==> config.mk <==
export PLATFORM = sky130hd
export DESIGN_NAME = esi_mmio_axil_regbank
export DESIGN_NICKNAME = d
export VERILOG_FILES = /design/src/rtl/esi_mmio_pkg.sv /design/src/rtl/esi_mmio_addr_decode.sv /design/src/rtl/esi_mmio_axil_regbank.sv
export SDC_FILE = /design/constraint.sdc
export NUM_CORES = 2
export LEC_CHECK = 0
export CAP_MARGIN = 30
export CORE_AREA = 2 2 481 483
export CTS_BUF_LIST = sky130_fd_sc_hd__clkbuf_8
export DETAILED_ROUTE_END_ITERATION = 8
export DIE_AREA = 0 0 483 485
export MAX_ROUTING_LAYER = met4
export PLACE_DENSITY_LB_ADDON = 0.25
export SLEW_MARGIN = 10
export SYNTH_ARGS = -nofsm -noshare
export SYNTH_HDL_FRONTEND = slang
export SYNTH_SLANG_ARGS = --single-unit
==> constraint.sdc <==
create_clock -name clk -period 2.4 [get_ports clk]
set_input_delay 0.72 -clock clk [delete_from_list [all_inputs] [get_ports clk]]
set_output_delay 0.72 -clock clk [all_outputs]
set_load 0.01 [all_outputs]
==> src/rtl/esi_mmio_pkg.sv <==
// Shared types and AXI-lite response codes for the ESI cosim MMIO register bank.
package esi_mmio_pkg;

  typedef logic [1:0]  axil_resp_t;
  typedef logic [31:0] mmio_addr_t;
  typedef logic [63:0] mmio_data_t;

  localparam axil_resp_t RESP_OKAY   = 2'b00;
  localparam axil_resp_t RESP_SLVERR = 2'b10;
  localparam axil_resp_t RESP_DECERR = 2'b11;

endpackage

==> src/rtl/esi_mmio_addr_decode.sv <==
// Combinational byte-address decode into a register index and an AXI-lite response code.
module esi_mmio_addr_decode
  import esi_mmio_pkg::*;
#(
  parameter int unsigned NUM_REGS  = 16,
  parameter mmio_addr_t  BASE_ADDR = 32'h0000_0000,
  localparam int unsigned IdxW     = $clog2(NUM_REGS)
) (
  input  mmio_addr_t        addr_i,
  input  logic              is_write_i,
  output logic [IdxW-1:0]   idx_o,
  output axil_resp_t        resp_o
);

  localparam mmio_addr_t Span = mmio_addr_t'(NUM_REGS * 8);

  mmio_addr_t off;
  assign off = addr_i - BASE_ADDR;

  always_comb begin
    idx_o  = IdxW'(off >> 3);
    resp_o = RESP_OKAY;
    // Range check first so a wrapped subtraction below BASE_ADDR is never treated as in-range.
    if (addr_i < BASE_ADDR || off >= Span) begin
      resp_o = RESP_DECERR;
    end else if (off[2:0] != 3'b000) begin
      resp_o = RESP_SLVERR;
    end else if (is_write_i && idx_o == '0) begin
      resp_o = RESP_SLVERR;
    end
  end

endmodule

==> src/rtl/esi_mmio_axil_regbank.sv <==
// AXI-lite slave register bank behind the cosim MMIO driver; register 0 is a read-only magic word.
module esi_mmio_axil_regbank
  import esi_mmio_pkg::*;
#(
  parameter int unsigned NUM_REGS  = 16,
  parameter mmio_addr_t  BASE_ADDR = 32'h0000_0000,
  parameter mmio_data_t  MAGIC     = 64'h207D_98E5_E510_0E51
) (
  input  logic                     clk,
  input  logic                     rst,
  input  logic                     arvalid,
  output logic                     arready,
  input  logic [31:0]              araddr,
  output logic                     rvalid,
  input  logic                     rready,
  output logic [63:0]              rdata,
  output logic [1:0]               rresp,
  input  logic                     awvalid,
  output logic                     awready,
  input  logic [31:0]              awaddr,
  input  logic                     wvalid,
  output logic                     wready,
  input  logic [63:0]              wdata,
  output logic                     bvalid,
  input  logic                     bready,
  output logic [1:0]               bresp,
  output logic [NUM_REGS*64-1:0]   regs_o,
  output logic [NUM_REGS-1:0]      reg_wr_pulse
);

  localparam int unsigned IdxW = $clog2(NUM_REGS);

  typedef enum logic {RIdle, RResp}    rd_state_e;
  typedef enum logic {WCollect, WResp} wr_state_e;

  rd_state_e  rd_state_q, rd_state_d;
  wr_state_e  wr_state_q, wr_state_d;
  mmio_data_t rdata_q, rdata_d;
  axil_resp_t rresp_q, rresp_d;
  axil_resp_t bresp_q, bresp_d;
  logic       aw_held_q, aw_held_d, w_held_q, w_held_d;
  mmio_addr_t awaddr_q, awaddr_d;
  mmio_data_t wdata_q, wdata_d;
  logic [NUM_REGS-1:0] pulse_q, pulse_d;
  mmio_data_t regs_q [1:NUM_REGS-1];
  mmio_data_t regs_d [1:NUM_REGS-1];
  mmio_data_t reg_view [NUM_REGS];

  logic [IdxW-1:0] rd_idx, wr_idx;
  axil_resp_t      rd_resp, wr_resp;
  mmio_addr_t      wr_addr;
  mmio_data_t      wr_data;
  logic            aw_fire, w_fire, commit;

  esi_mmio_addr_decode #(
    .NUM_REGS  (NUM_REGS),
    .BASE_ADDR (BASE_ADDR)
  ) u_rd_decode (
    .addr_i     (araddr),
    .is_write_i (1'b0),
    .idx_o      (rd_idx),
    .resp_o     (rd_resp)
  );

  esi_mmio_addr_decode #(
    .NUM_REGS  (NUM_REGS),
    .BASE_ADDR (BASE_ADDR)
  ) u_wr_decode (
    .addr_i     (wr_addr),
    .is_write_i (1'b1),
    .idx_o      (wr_idx),
    .resp_o     (wr_resp)
  );

  always_comb begin
    reg_view[0] = MAGIC;
    for (int unsigned i = 1; i < NUM_REGS; i++) begin
      reg_view[i] = regs_q[i];
    end
  end

  for (genvar g = 0; g < NUM_REGS; g++) begin : g_regs_out
    assign regs_o[g*64 +: 64] = reg_view[g];
  end

  // Read channel
  always_comb begin
    rd_state_d = rd_state_q;
    rdata_d    = rdata_q;
    rresp_d    = rresp_q;
    arready    = (rd_state_q == RIdle);
    rvalid     = (rd_state_q == RResp);
    unique case (rd_state_q)
      RIdle: begin
        if (arvalid) begin
          // Sampled from the registered state, so a same-cycle write commit is not yet visible.
          rdata_d    = (rd_resp == RESP_OKAY) ? reg_view[rd_idx] : '0;
          rresp_d    = rd_resp;
          rd_state_d = RResp;
        end
      end
      RResp: begin
        if (rready) rd_state_d = RIdle;
      end
      default: rd_state_d = RIdle;
    endcase
  end

  // Write channel
  assign awready = (wr_state_q == WCollect) && !aw_held_q;
  assign wready  = (wr_state_q == WCollect) && !w_held_q;
  assign aw_fire = awvalid && awready;
  assign w_fire  = wvalid && wready;
  assign wr_addr = aw_held_q ? awaddr_q : awaddr;
  assign wr_data = w_held_q ? wdata_q : wdata;
  assign commit  = (wr_state_q == WCollect) && (aw_held_q || aw_fire) && (w_held_q || w_fire);

  always_comb begin
    wr_state_d = wr_state_q;
    bresp_d    = bresp_q;
    aw_held_d  = aw_held_q || aw_fire;
    w_held_d   = w_held_q || w_fire;
    awaddr_d   = aw_fire ? awaddr : awaddr_q;
    wdata_d    = w_fire ? wdata : wdata_q;
    pulse_d    = '0;
    for (int unsigned i = 1; i < NUM_REGS; i++) begin
      regs_d[i] = regs_q[i];
    end
    unique case (wr_state_q)
      WCollect: begin
        if (commit) begin
          bresp_d    = wr_resp;
          wr_state_d = WResp;
          if (wr_resp == RESP_OKAY) begin
            for (int unsigned i = 1; i < NUM_REGS; i++) begin
              if (wr_idx == IdxW'(i)) begin
                regs_d[i]  = wr_data;
                pulse_d[i] = 1'b1;
              end
            end
          end
        end
      end
      WResp: begin
        if (bready) begin
          aw_held_d  = 1'b0;
          w_held_d   = 1'b0;
          wr_state_d = WCollect;
        end
      end
      default: wr_state_d = WCollect;
    endcase
  end

  always_ff @(posedge clk) begin
    if (rst) begin
      rd_state_q <= RIdle;
      wr_state_q <= WCollect;
      rdata_q    <= '0;
      rresp_q    <= RESP_OKAY;
      bresp_q    <= RESP_OKAY;
      aw_held_q  <= 1'b0;
      w_held_q   <= 1'b0;
      awaddr_q   <= '0;
      wdata_q    <= '0;
      pulse_q    <= '0;
      for (int unsigned i = 1; i < NUM_REGS; i++) begin
        regs_q[i] <= '0;
      end
    end else begin
      rd_state_q <= rd_state_d;
      wr_state_q <= wr_state_d;
      rdata_q    <= rdata_d;
      rresp_q    <= rresp_d;
      bresp_q    <= bresp_d;
      aw_held_q  <= aw_held_d;
      w_held_q   <= w_held_d;
      awaddr_q   <= awaddr_d;
      wdata_q    <= wdata_d;
      pulse_q    <= pulse_d;
      for (int unsigned i = 1; i < NUM_REGS; i++) begin
        regs_q[i] <= regs_d[i];
      end
    end
  end

  assign rdata        = rdata_q;
  assign rresp        = rresp_q;
  assign bvalid       = (wr_state_q == WResp);
  assign bresp        = bresp_q;
  assign reg_wr_pulse = pulse_q;

endmodule

==> key figures <==
Floorplanning
  – Initial core utilization: 0.230
  – Die X-Extent: roughly 480 um
  – Die Area: 0.234 mm2
  – Die Height: ~490 um
  – Floorplan row count: approximately 180
  – Top-level I/O count: between 1000 and 1500
  – Core area: 0.229 mm2

Global routing
  – Global Route Usage Sum: 0.235
  – First-pass GRT wire length: 380000 um
  – Via count of the first global-routing pass: ~44000
  – Number of antenna violations at the first check in global routing: 19
  – Residual overflow from global routing: 0
  – Largest net degree at the start of global routing: between 100 and 150

Synth
  – Count of unique library cells instantiated by Yosys: 48
  – Synthesized area divided by synthesized cell count: between 10 and 15 um2
  – Fraction of synthesized cell area taken by the top area cell type: 0.435
  – Post-synth top cells: sky130_fd_sc_hd__dfxtp_1, sky130_fd_sc_hd__mux2i_1, sky130_fd_sc_hd__nand2b_1
  – Dominant cell type by area after synthesis: sky130_fd_sc_hd__dfxtp_1
  – Largest cells by area after synthesis: sky130_fd_sc_hd__dfxtp_1, sky130_fd_sc_hd__mux2i_1, sky130_fd_sc_hd__nand2b_1, sky130_fd_sc_hd__mux4_2, sky130_fd_sc_hd__nand2_1
  – Flip-flop and latch count after synthesis: ~1100
  – Proportion of synthesized flip-flops having asynchronous set or reset: 0
  – Post-synthesis instance total: about 5000
  – Post-Syn Area: between 0.05 and 0.06 mm2
  – Post-synth EDFFs: 0
  – Share of synthesized area occupied by flip-flops and latches: 0.435
  – Top flip-flop cell by instance count after synthesis: sky130_fd_sc_hd__dfxtp_1
  – Yosys warns: 0

Finish
  – Share of layout cells above drive strength 1: 0.389
  – Number of inserted filler cells in the final layout: 23734
  – Final instance area: 0.0735 mm2
  – Growth of design area from synthesis to finish: 39.5%
  – Final std cells w/o fill: between 9000 and 10000
  – Post-layout nets: around 6400

STA
  – Worst clock skew on the final layout: roughly 0.091 ns
  – Part of the cycle the worst path needs: 0.969
  – Final Hold Violating Endpoints: 0
  – Count of final setup violators: 0
  – Fmax achieved: roughly 430 MHz
  – Max-slew headroom at the worst pin: 0.585
  – Slew of the pin with the lowest slew margin: between 0.6 and 0.7 ns
  – Minimum clock period: approximately 2.3 ns
  – Unrepaired setup endpoints after global routing: true
  – Number of max-slew violations in the final report: 0

Worst setup path
  – Worst endpoint data arrival time: between 3 and 4 ns
  – Category of the worst setup path launch point: primary input
  – R2R setup slack: ~0.090 ns
  – Capturing element type of the critical path: flip-flop
  – CP Data Required Time: 3.28 ns
  – Worst Path Class, Setup: primary input to flip-flop
  – Worst Path Max Fanout: 29

Placed design
  – Half-perimeter wire length after detailed placement: about 210000 um
  – Final weighted congestion of routability-driven global placement: just under 0.9
  – Cell area after placement: 0.0698 mm2
  – Port Buffers: 1182
  – Inst Count DP: approximately 9000

Detailed routing
  – Mean number of vias per cell: 4.62
  – DRT Pass-1 Iters: 5
  – Total Wirelength: about 280000 um
  – Post-detailed-route wirelength per cell: 29.4 um
  – Met3 wirelength from detailed routing: 23100 um
  – Met2 layer wire length in the routed design: 130000 um
  – Number of DRC markers in iteration 0: slightly below 3000
  – Overall via count from detail_route: between 40000 and 50000
  – Post-route ant nets: 0
  – Wire length on met1: 117000 um
  – Max Used Layer: met4
  – Remaining routing DRC violations: 0

Pwr
  – Cell leakage power: around 35 nW
  – Power per unit of standard cell area: 580 mW/mm2
  – Design Power: approximately 43 mW
  – Peak supply drop: between 0.4 and 0.5 mV

CTS
  – CTS clock-pin slew for the worst setup and hold paths: around 0.06 ns
  – Worst skew pair latency: between 0.9 and 1 ns
  – Number of buffers created by CTS: 215
  – Clock sinks: approximately 1100
  – Total of hold buffers inserted after clock tree synthesis: 0
  – Maximum clock path buffer count: 3
  – TritonCTS clock tree: done
  – Clock tree root driver cell: sky130_fd_sc_hd__clkbuf_8
  – Max H-tree Level: 4

Outcome
  – Outcome: finished clean

Hold path
  – HP Class: primary input to flip-flop

Flow run
  – Maximum Capacitance Violations: 0
stage by stage:
step	setup TNS [ns]	hold WS, ns	setup slack, ns	util
floorplan	0	0.436	0.0218	-
detailed placement	-607.84	0.446	-0.692	0.305
global route	-0.160	0.161	-0.00792	0.321
finish	0	0.240	0.0750	0.321
CTS	-0.00364	0.141	-0.00364	0.321
global placement	-615.54	0.440	-0.811	0.305
sequential cells by signal, summed over array words and instances, names as in the netlist:
name	cells
awaddr_q	32
reg_wr_pulse	15
rvalid	1
wdata_q	64
bvalid	1
regs_q	960
rresp	2
bresp	2
aw_held_q	1
w_held_q	1
rdata	64
final cells by class:
class | count | area [um2] | area share
sequential | 1143 | 23700 | 0.323
timing repair buffer | 1604 | 14300 | 0.195
multi-input combinational | 3300 | 27100 | 0.369
clock inverter | 131 | 857 | 0.0117
tap | 3026 | 3790 | 0.0515
inverter | 4 | 20.0 | 0.000272
clock buffer | 259 | 3560 | 0.0485
antenna | 21 | 52.6 | 0.000715
report_power, final:
group	internal [mW]	switching, mW
clock network	10.6	9.25
registers	19.0	0.0719
logic	1.55	2.19
critical path: stages:
cell and delay, ns:
sky130_fd_sc_hd__clkdlybuf4s50_1 0.48, sky130_fd_sc_hd__nor4_1 0.36, sky130_fd_sc_hd__nand4_1 0.19, sky130_fd_sc_hd__or4b_4 0.74, sky130_fd_sc_hd__buf_12 0.24, sky130_fd_sc_hd__a311oi_2 0.24, sky130_fd_sc_hd__a22o_1 0.15
routing by layer:
layer / track usage / up-vias
li1: - / 19558
met1: 0.282 / 22265
met2: 0.376 / 1627
met3: 0.0742 / 367
met4: 0.0715 / 0
met5: - / -
layout by cell type (no fill, tap or decap), types with 65 or more instances in the layout:
master and count:
sky130_fd_sc_hd__a21oi_1 127, sky130_fd_sc_hd__buf_12 127, sky130_fd_sc_hd__buf_2 497, sky130_fd_sc_hd__buf_4 382, sky130_fd_sc_hd__clkbuf_8 259, sky130_fd_sc_hd__clkdlybuf4s15_2 360
sky130_fd_sc_hd__clkdlybuf4s50_1 129, sky130_fd_sc_hd__conb_1 65, sky130_fd_sc_hd__dfxtp_1 668, sky130_fd_sc_hd__dfxtp_2 368, sky130_fd_sc_hd__dfxtp_4 107, sky130_fd_sc_hd__inv_1 98
sky130_fd_sc_hd__mux2i_1 1143, sky130_fd_sc_hd__mux4_2 165, sky130_fd_sc_hd__nand2_1 369, sky130_fd_sc_hd__nand2b_1 965, sky130_fd_sc_hd__nor2_1 68
final timing paths:
check	startpoint	endpoint	cells after the start
min	rst	rvalid	3
max	araddr[28]	rdata[12]	7
max reg2reg	w_held_q	regs_q[0][966]	8
min reg2reg	wdata_q[21]	wdata_q[21]	2
cells by family after synthesis:
kind of cell	count (synthesis)	synth area share
flops	1143	0.435
simple gates	1568	0.165
buf+inv	571	0.0606
mux	1345	0.296
compound gates	322	0.0436
other cells	2	0.000143
what timing repair did:
item	in CTS	in global routing
resized for setup	4418	44
setup buffers	74	1
pin swaps	1	4
hold endpoints to repair	0	0
gates cloned	0	2
endpoints found under the setup margin	1043	77
Note: power is estimated with default switching activity, not from simulation.
